File: src/rtl/ysyx_23060332_idu_pipe.sv
// ---------------------------------------------------------------------------
// ysyx_23060332_idu_pipe
// Registered RV32I decode stage sitting between IFU and EXU.
//   - Accepts one instruction per cycle over in_valid/in_ready.
//   - Reads the register file combinationally (rf_raddr* -> rf_rdata*).
//   - Builds ALU operands, jump base/offset and store data, flags illegal and
//     EBREAK, and holds the result in a single output register.
//   - A per-register busy scoreboard stalls RAW/WAW hazards against
//     instructions still in flight; writeback clears the bits.
//   - flush squashes the held entry and blocks acceptance for that cycle.
// Ports
//   clk, rst                 clock, synchronous active-high reset
//   in_valid/in_ready        IFU handshake; in_inst, in_pc payload
//   rf_raddr1/2, rf_rdata1/2 register file read port (same-cycle data)
//   out_valid/out_ready      EXU handshake
//   out_op1/op2              ALU operands
//   out_op1_jump/op2_jump    jump/branch base and offset
//   out_rs2_data             rs2 value (store data)
//   out_wen/out_waddr        destination write enable / register
//   out_inst                 raw instruction
//   out_illegal/out_ebreak   decode flags
//   flush                    squash held entry
//   wb_valid/wb_addr         writeback retiring a destination register
// ---------------------------------------------------------------------------
module ysyx_23060332_idu_pipe #(
   parameter int XLEN   = 32,
   parameter int REG_AW = 5
) (
   input  logic              clk,
   input  logic              rst,
   input  logic              in_valid,
   output logic              in_ready,
   input  logic [31:0]       in_inst,
   input  logic [XLEN-1:0]   in_pc,
   output logic [REG_AW-1:0] rf_raddr1,
   output logic [REG_AW-1:0] rf_raddr2,
   input  logic [XLEN-1:0]   rf_rdata1,
   input  logic [XLEN-1:0]   rf_rdata2,
   output logic              out_valid,
   input  logic              out_ready,
   output logic [XLEN-1:0]   out_op1,
   output logic [XLEN-1:0]   out_op2,
   output logic [XLEN-1:0]   out_op1_jump,
   output logic [XLEN-1:0]   out_op2_jump,
   output logic [XLEN-1:0]   out_rs2_data,
   output logic              out_wen,
   output logic [REG_AW-1:0] out_waddr,
   output logic [31:0]       out_inst,
   output logic              out_illegal,
   output logic              out_ebreak,
   input  logic              flush,
   input  logic              wb_valid,
   input  logic [REG_AW-1:0] wb_addr
);

   localparam logic [6:0] OPC_LOAD   = 7'b0000011;
   localparam logic [6:0] OPC_OP_IMM = 7'b0010011;
   localparam logic [6:0] OPC_AUIPC  = 7'b0010111;
   localparam logic [6:0] OPC_STORE  = 7'b0100011;
   localparam logic [6:0] OPC_OP     = 7'b0110011;
   localparam logic [6:0] OPC_LUI    = 7'b0110111;
   localparam logic [6:0] OPC_BRANCH = 7'b1100011;
   localparam logic [6:0] OPC_JALR   = 7'b1100111;
   localparam logic [6:0] OPC_JAL    = 7'b1101111;
   localparam logic [6:0] OPC_SYSTEM = 7'b1110011;
   localparam logic [31:0] INST_ECALL  = 32'h0000_0073;
   localparam logic [31:0] INST_EBREAK = 32'h0010_0073;
   localparam int NREG = 2 ** REG_AW;

   // Instruction fields
   logic [6:0]        opcode, funct7;
   logic [2:0]        funct3;
   logic [REG_AW-1:0] rd, rs1, rs2;
   assign opcode = in_inst[6:0];
   assign funct3 = in_inst[14:12];
   assign funct7 = in_inst[31:25];
   assign rd     = REG_AW'(in_inst[11:7]);
   assign rs1    = REG_AW'(in_inst[19:15]);
   assign rs2    = REG_AW'(in_inst[24:20]);

   // Immediates, sign-extended to XLEN
   logic [XLEN-1:0] imm_i, imm_s, imm_b, imm_u, imm_j;
   assign imm_i = XLEN'($signed(in_inst[31:20]));
   assign imm_s = XLEN'($signed({in_inst[31:25], in_inst[11:7]}));
   assign imm_b = XLEN'($signed({in_inst[31], in_inst[7], in_inst[30:25], in_inst[11:8], 1'b0}));
   assign imm_u = XLEN'($signed({in_inst[31:12], 12'b0}));
   assign imm_j = XLEN'($signed({in_inst[31], in_inst[19:12], in_inst[20], in_inst[30:21], 1'b0}));

   // On RV64 the shift amount takes one more bit out of the funct7 field.
   logic shamt_hi_zero, shamt_hi_sra;
   assign shamt_hi_zero = (XLEN == 64) ? (in_inst[31:26] == 6'b000000) : (funct7 == 7'b0000000);
   assign shamt_hi_sra  = (XLEN == 64) ? (in_inst[31:26] == 6'b010000) : (funct7 == 7'b0100000);

   // Control decode: legality and which register fields are really used.
   logic legal, rs1_used, rs2_used, writes_rd;
   always_comb begin
      // NOTE: every output of a combinational block gets a default first so no path leaves it unassigned (which would infer a latch).
      legal     = 1'b0;
      rs1_used  = 1'b0;
      rs2_used  = 1'b0;
      writes_rd = 1'b0;
      case (opcode)
         OPC_OP_IMM: begin
            rs1_used  = 1'b1;
            writes_rd = 1'b1;
            if (funct3 == 3'b001)      legal = shamt_hi_zero;
            else if (funct3 == 3'b101) legal = shamt_hi_zero | shamt_hi_sra;
            else                       legal = 1'b1;
         end
         OPC_OP: begin
            rs1_used  = 1'b1;
            rs2_used  = 1'b1;
            writes_rd = 1'b1;
            // Only ADD/SUB and SRL/SRA have an alternate funct7 encoding.
            legal = (funct7 == 7'b0000000) |
                    ((funct7 == 7'b0100000) & ((funct3 == 3'b000) | (funct3 == 3'b101)));
         end
         OPC_LOAD: begin
            rs1_used  = 1'b1;
            writes_rd = 1'b1;
            legal     = (funct3 != 3'b011) & (funct3[2:1] != 2'b11);  // LB/LH/LW/LBU/LHU
         end
         OPC_STORE: begin
            rs1_used = 1'b1;
            rs2_used = 1'b1;
            legal    = ~funct3[2] & (funct3[1:0] != 2'b11);           // SB/SH/SW
         end
         OPC_BRANCH: begin
            rs1_used = 1'b1;
            rs2_used = 1'b1;
            legal    = (funct3[2:1] != 2'b01);                          // 010/011 reserved
         end
         OPC_LUI, OPC_AUIPC, OPC_JAL: begin
            writes_rd = 1'b1;
            legal     = 1'b1;
         end
         OPC_JALR: begin
            rs1_used  = 1'b1;
            writes_rd = 1'b1;
            legal     = (funct3 == 3'b000);
         end
         OPC_SYSTEM: legal = (in_inst == INST_ECALL) | (in_inst == INST_EBREAK);
         default: ;
      endcase
      if (!legal) begin
         rs1_used  = 1'b0;
         rs2_used  = 1'b0;
         writes_rd = 1'b0;
      end
   end

   // Unused fields read x0, so the scoreboard lookup below needs no extra gating.
   assign rf_raddr1 = rs1_used ? rs1 : '0;
   assign rf_raddr2 = rs2_used ? rs2 : '0;

   // Operand generation; kept apart from the control decode because it
   // depends on rf_rdata, which itself depends on the read addresses.
   logic [XLEN-1:0] d_op1, d_op2, d_j1, d_j2;
   always_comb begin
      d_op1 = '0;
      d_op2 = '0;
      d_j1  = '0;
      d_j2  = '0;
      if (legal) begin
         case (opcode)
            OPC_OP_IMM, OPC_LOAD: begin d_op1 = rf_rdata1; d_op2 = imm_i;     end
            OPC_STORE:            begin d_op1 = rf_rdata1; d_op2 = imm_s;     end
            OPC_OP:               begin d_op1 = rf_rdata1; d_op2 = rf_rdata2; end
            OPC_BRANCH: begin
               d_op1 = rf_rdata1;
               d_op2 = rf_rdata2;
               d_j1  = in_pc;
               d_j2  = imm_b;
            end
            OPC_LUI:   d_op1 = imm_u;
            OPC_AUIPC: begin d_op1 = in_pc; d_op2 = imm_u; end
            OPC_JAL: begin
               d_op1 = in_pc;
               d_op2 = XLEN'(4);
               d_j1  = in_pc;
               d_j2  = imm_j;
            end
            OPC_JALR: begin
               d_op1 = in_pc;
               d_op2 = XLEN'(4);
               d_j1  = rf_rdata1;
               d_j2  = imm_i;
            end
            default: ;
         endcase
      end
   end

   // Handshake and hazard detection (registered busy bits only).
   logic [NREG-1:0] busy, busy_next;
   logic            wen_dec, hazard, accept, squash;
   assign wen_dec  = writes_rd & (rd != '0);
   assign hazard   = in_valid & (busy[rf_raddr1] | busy[rf_raddr2] | (wen_dec & busy[rd]));
   assign in_ready = ~flush & ~hazard & (~out_valid | out_ready);
   assign accept   = in_valid & in_ready;
   // A flushed entry that the EXU takes in the same cycle counts as consumed.
   assign squash   = flush & out_valid & ~out_ready;

   always_comb begin
      busy_next = busy;
      if (wb_valid)          busy_next[wb_addr]   = 1'b0;
      if (squash && out_wen) busy_next[out_waddr] = 1'b0;
      if (accept && wen_dec) busy_next[rd]        = 1'b1;  // set beats a same-cycle clear
      busy_next[0] = 1'b0;
   end

   // NOTE: the scoreboard and the output register are ordinary flops (no RAM), so they are reset explicitly; a reset leaves no stale entry or busy bit.
   always_ff @(posedge clk) begin
      // NOTE: state is updated with non-blocking assignments so every flop samples pre-edge values.
      if (rst) busy <= '0;
      else     busy <= busy_next;
   end

   always_ff @(posedge clk) begin
      if (rst) begin
         out_valid    <= 1'b0;
         out_op1      <= '0;
         out_op2      <= '0;
         out_op1_jump <= '0;
         out_op2_jump <= '0;
         out_rs2_data <= '0;
         out_wen      <= 1'b0;
         out_waddr    <= '0;
         out_inst     <= '0;
         out_illegal  <= 1'b0;
         out_ebreak   <= 1'b0;
      end else if (accept) begin
         out_valid    <= 1'b1;
         out_op1      <= d_op1;
         out_op2      <= d_op2;
         out_op1_jump <= d_j1;
         out_op2_jump <= d_j2;
         out_rs2_data <= rf_rdata2;
         out_wen      <= wen_dec;
         out_waddr    <= rd;
         out_inst     <= in_inst;
         out_illegal  <= ~legal;
         out_ebreak   <= (in_inst == INST_EBREAK);
      end else if (flush || out_ready) begin
         out_valid <= 1'b0;
      end
   end

endmodule

File: config.mk
export PLATFORM = sky130hd
export DESIGN_NAME = ysyx_23060332_idu_pipe
export DESIGN_NICKNAME = d
export VERILOG_FILES = /design/src/rtl/ysyx_23060332_idu_pipe.sv
export SDC_FILE = /design/constraint.sdc
export NUM_CORES = 1
export LEC_CHECK = 0
export ABC_AREA = 1
export ABC_CLOCK_PERIOD_IN_PS = 9700
export CAP_MARGIN = 20
export CORE_MARGIN = 5
export CORE_UTILIZATION = 51
export DETAILED_ROUTE_END_ITERATION = 10
export HOLD_SLACK_MARGIN = 0.03
export PLACE_DENSITY = 0.86
export SYNTH_ARGS = -nofsm -noshare
export SYNTH_HDL_FRONTEND = slang
export SYNTH_SLANG_ARGS = --single-unit
File: constraint.sdc
create_clock -name clk -period 9.7 [get_ports clk]
set_input_delay 1.94 -clock clk [delete_from_list [all_inputs] [get_ports clk]]
set_output_delay 1.94 -clock clk [all_outputs]
set_load 0.05 [all_outputs]
## Yosys cells after proc, flatten, opt, wreduce, memory -nomap -nowiden

Index checks and enable logic that the tools add are counted.

| word-level totals | value |
|---|---|
| flip-flop bits (word level) | 233 |
| bits of input ports | 139 |
| output and inout bits | 212 |
| word-level logic and storage cells | 125 |

| cells by class | value |
|---|---|
| magnitude comparators | 8 |
| equal/unequal tests | 19 |
| multiplexer cells | 36 |
| bitwise logic cells | 29 |
| reductions and logical operators | 20 |

Operators with widths:

| cell | number |
|---|---|
| 32-bit two-way mux | 7 |
| 32-bit one-hot mux with 3 select lines | 2 |
| 32-bit one-hot mux with 5 select lines | 1 |
| 32-bit AND | 2 |
| 32-bit inverter | 2 |
| 32-bit one-hot mux with 2 select lines | 1 |
| 32-bit by 21-bit equality test with 1-bit output (second input constant) | 1 |
| 32-bit by 7-bit equality test with 1-bit output (second input constant) | 1 |
| 32-bit OR | 1 |
| 5-bit by 6-bit less-than comparator with 1-bit output (second input constant) | 5 |
| 7-bit by 6-bit equality test with 1-bit output (second input constant) | 4 |
| 7-bit equality test (second input constant) | 4 |
| 1-bit two-way mux | 16 |
| 1-bit binary-select mux with 5-bit select | 3 |
| 1-bit demux with 5-bit select | 3 |
| 5-bit by 1-bit >= comparator with 1-bit output (second input constant) | 3 |
| 7-bit by 5-bit equality test with 1-bit output (second input constant) | 2 |
| 1-bit AND | 11 |
| 5-bit two-way mux | 2 |
| 3-bit OR reduction | 3 |
| 1-bit one-hot mux with 8 select lines | 1 |
| 2-bit OR reduction | 4 |
| 7-bit by 2-bit equality test with 1-bit output (second input constant) | 1 |
| 7-bit logical NOT | 1 |
| 15 further kinds | 31 |

## Depth between registers and ports, before layout

| logic depth | value |
|---|---|
| depth in word-level cells | 18 |
| gate-level depth with buffers | 27 |
| gate-level depth less buffers | 24 |

## Least setup slack after synthesis

OpenSTA, ideal clock, no wires.

| timing path | value |
|---|---|
| kind | in2out |
| start point | in in_inst[20] |
| end point | out in_ready |
| arrival time | 4635 ps |
| required time | 7760 ps |
| slack | 3125 ps |
| stages | 17 |
| path buffers | 2 |
| path through | buf_2 inv_1 nor2_1 nand2_1 nor2_1 nand2_1 a21oi_1 nor2_1 nand2_4 buf_6 nand2_1 nor2_1 nand3_1 nand3_1 nand3_1 nor2_2 o21a_1 |

| between the ends | value |
|---|---|
| word-level cells in the longest chain between the ends | 13 |
| elaborated cells on any way between the ends | 21 |
| classes of those cells | eq/ne (2); mux (10); bitwise (9) |

Ends and longest elaborated chain:

| element | RTL line | RTL |
|---|---|---|
| from (decl) | 33 | `input logic [31:0] in_inst,` |
| 32-bit by 7-bit equality test with 1-bit output / 32-bit by 21-bit equality test with 1-bit output (equally long branches) | 142 | `OPC_SYSTEM: legal = (in_inst == INST_ECALL) \| (in_inst == INST_EBREAK);` |
| 1-bit OR (*) | 142 |  |
| 1-bit one-hot mux with 8 select lines (*) | 102 | `case (opcode)` |
| 1-bit two-way mux (*) | 145 | `if (!legal) begin` |
| 5-bit two-way mux (*) | 153 | `assign rf_raddr1 = rs1_used ? rs1 : '0;` |
| named net rf_raddr1[3] | 35 | `output logic [REG_AW-1:0] rf_raddr1,` |
| 1-bit binary-select mux with 5-bit select (*) | 198 | `assign hazard = in_valid & (busy[rf_raddr1] \| busy[rf_raddr2] \| (wen_dec & busy[rd]));` |
| 1-bit two-way mux (not written as such) (*) | 198 |  |
| 1-bit OR (*) (2 in a row) | 198 |  |
| 1-bit AND (*) | 198 |  |
| 1-bit inverter (*) | 199 | `assign in_ready = ~flush & ~hazard & (~out_valid \| out_ready);` |
| 1-bit AND (*) (2 in a row) | 199 |  |
| to (decl) | 32 | `output logic in_ready,` |

Mark *: on every way through the listed nets, which the timed path passes. The rest lies on a longest branch. The select of a mux whose other input is x is not followed.

## Worst setup path after layout

| timing path | value |
|---|---|
| start point | in in_inst[20] |
| end point | out in_ready |

| between the ends | value |
|---|---|
| word-level cells in the longest chain between the ends | 13 |
| elaborated cells on any way between the ends | 21 |
| classes of those cells | eq/ne (2); mux (10); bitwise (9) |

Ends and longest elaborated chain:

| element | RTL line |
|---|---|
| 32-bit by 7-bit equality test with 1-bit output / 32-bit by 21-bit equality test with 1-bit output (equally long branches) | 142 |
| 1-bit OR | 142 |
| 1-bit one-hot mux with 8 select lines | 102 |
| 1-bit two-way mux | 145 |
| 5-bit two-way mux (on tied branches) | 153, 154 |
| 1-bit binary-select mux with 5-bit select | 198 |
| 1-bit two-way mux (not written as such) | 198 |
| 1-bit OR | 198 |
| 1-bit OR (*) | 198 |
| 1-bit AND (*) | 198 |
| 1-bit inverter (*) | 199 |
| 1-bit AND (*) (2 in a row) | 199 |

Every way passes the cells marked *; elsewhere a longest branch is shown, timed or not. The select of a mux whose other input is x is not followed.

==> out/metrics.yaml <==
seqPwrFrac_pct: 42.1
placed_area_um2: 14900
layout_commonest_cell: "nand2_1"
status: "finished clean"
cts_root_buf: "clkbuf_16"
power_density_nw_per_um2: 139
gr-total-overflow: 0
port_buffers: 350
io_pins: 351
p_leak_nw: 5.43
p_int_mw: 1.56
slew_headroom_pct: 27.1
cp_max_fo: 41
first_iter_violations: 1698
yosysTopAreaCell: "dfxtp_1"
htreeDepth: 1
syn_avg_cell_area_um2: 6.50
postCtsSetupBuffers: 0
num_vias: 13900
postCtsHoldBufs: 0
wirelength_mm: 49.1
swShare_pct: 28.4
cts-resized-gates: 0
mostFrequentLayoutCells: "537 x nand2_1, 349 x clkdlybuf4s50_1, 230 x nor2_1, 222 x a21oi_1, 216 x dfxtp_1"
period_needed_ns: 8.17
synth_warnings: 0
cts_inserted_buffers: 23
timing.fmax_mhz: 122
fin_worst_skew_ns: 0.0143
max_cap_viol_count: 0
p_total_mw: 2.18
setup_viol: 0
design_area_um2: 15700
fin_crit_sh_pct: 84.2
syn-num-nets: 1911
dieArea_um2: 25700
clkPwrFrac_pct: 41.6
dpl.hpwl_mm: 35.2
ys_seq_area_share_pct: 37.6
timing.setup.tns_ns: 0
fin_cells: 2345
grt_max_degree: 123
hold_viol: 0
dpl.cell_count: 2299
yosys.cell_types.count: 33
critPathLaunchType: "input port"
cts.sinks: 216
cts_tree: "done"
area_growth_pct: 36.3
rows: 55
drc: 0
routedWlPerCell_um: 20.9
drv_slew: 0
syn_area_um2: 11500
combPwrFrac_pct: 16.2
tightest_slew_ns: 1.09
clkSlewWorstSetupHoldPaths_ns: 0.06
nets: 2181
place.gp.congestion: 0.958
required_ns: 7.76
groute.usage.overall_pct: 35.9
grt_pass1_vias: 12700
drive_above_1_share_pct: 4.33
clk_latency_ns: 0.52
drt_pass1_iterations: 6
fp.dieH_um: 160
whs_ns: 0.462
critPathCaptureType: "primary output"
min-delay-path-class: "reg2reg"
p_sw_uw: 619
ys_ff_latch: 216
ant_nets: 0
crit_type: "in2out"
grt_antenna_before_repair: 3
netlist_instances: 1772
initial_core_util_pct: 51.3
grt_setup_unrepaired: "no"
clock_path_buffers: 3
viasPerCell: 5.92
core_area_um2: 22400
die_x_um: 160
synth_top_area_share_pct: 37.6
irDropWorstVdd_mv: 0.151
cp.arrival_ns: 6.23
grt_pass1_wl_mm: 74.4
synth.area.top_cells: "dfxtp_1 38%, nand2_1 18%, a21oi_1 9.7%, nor2_1 7.5%, inv_1 3.7%"
## logic make-up after synthesis
kind of cell,count (synthesis),share of synthesized area [%]
AOI/OAI and AO/OA,395,20.3
buffers and inverters,253,9.99
DFF,216,37.6
and+or+nand+nor,908,32.1
## area by class of cell
cell class	instances	area, um^2
clock buffer	29	628
antenna	3	7.51
tap	285	357
clock inverter	11	136
sequential	216	4320
multi-input combinational	1303	6050
timing repair buffer	372	3710
inverter	126	478
fill	1867	6740
## critical path: stages
cell             delay [ns]
clkdlybuf4s50_1        0.45
buf_4                  0.31
inv_1                  0.22
nor2_1                 0.17
nand2_1                0.07
nor2_1                 0.08
nand2_1                0.08
a21oi_1                0.16
nor2_1                 0.08
nand2_4                0.41
nand2_1                0.21
nor2_2                 0.35
nand3_1                0.14
nand2_1                0.09
nand2_1                0.05
nand3_1                0.09
nand3_1                0.11
nor2_2                 0.24
o21a_1                 0.15
clkdlybuf4s50_1        0.80
## state kept, by name, indices dropped and copies added (netlist names)
name          count
out_rs2_data     32
out_op1          32
out_op2_jump     21
out_valid         1
out_inst         28
out_illegal       1
out_op1_jump     32
busy             31
out_wen           1
out_ebreak        1
out_waddr         4
out_op2          32
## through the flow
step / utilization (%) / setup slack [ns]
final: 70.0 / 1.53
after global routing: 70.0 / 1.31
after CTS: 69.6 / 1.61
after detailed placement: 66.2 / 1.61
after global placement: 66.2 / 1.69
after floorplan: - / 3.12
## power groups by stage
| stage | Combinational [mW] | Clock (mW) | Sequential (mW) |
|---|---|---|---|
| 6_report | 0.354 | 0.909 | 0.920 |
| 5_1_grt | 0.371 | 0.949 | 0.922 |
| 4_1_cts | 0.348 | 0.914 | 0.920 |
| 3_5_place_dp | 0.346 | 0 | 0.939 |
| 3_3_place_gp | 0.344 | 0 | 0.938 |
| 2_1_floorplan | 0.122 | 0 | 1.01 |
## synth_stat cells
library cell and n:
nand2_1 537, nor2_1 231, a21oi_1 222, dfxtp_1 216, inv_1 115, clkbuf_1 70
nand3_1 57, a22oi_1 46, nor3_1 45, o21ai_0 43, a221oi_1 37, buf_2 23
buf_4 21, nand4_1 21, o22ai_1 13, buf_6 12, o211ai_1 10, inv_2 9
a311oi_1 7, o221ai_1 6, nor2_2 5, a22o_1 4, a31oi_1 3, nand3_2 3
nand3_4 3, o21ai_1 3, nand2_2 2, nand2_4 2, nor2_4 2, buf_1 1
clkinv_1 1, inv_4 1, o21a_1 1
## worst paths after layout
check	from	to	slack (ns)	cells past startpoint
setup reg to reg	busy[21]	out_op1_jump[5]	5.11	13
setup / recovery	in_inst[20]	in_ready	1.53	20
hold reg to reg	out_op1[0]	out_op1[0]	0.46	2
hold / removal	out_op1[0]	out_op1[0]	0.46	2
## routing by layer
| metal | wire length [um] | global-route usage, % | share of wire [%] |
|---|---|---|---|
| met1 | 19700 | 49.0 | 40 |
| met2 | 21500 | 55.2 | 44 |
| met3 | 5590 | 7.66 | 11 |
| met4 | 2320 | 15.5 | 4.7 |
| met5 | 0 | 0 | 0 |
Power figures use the tool's default switching activity.
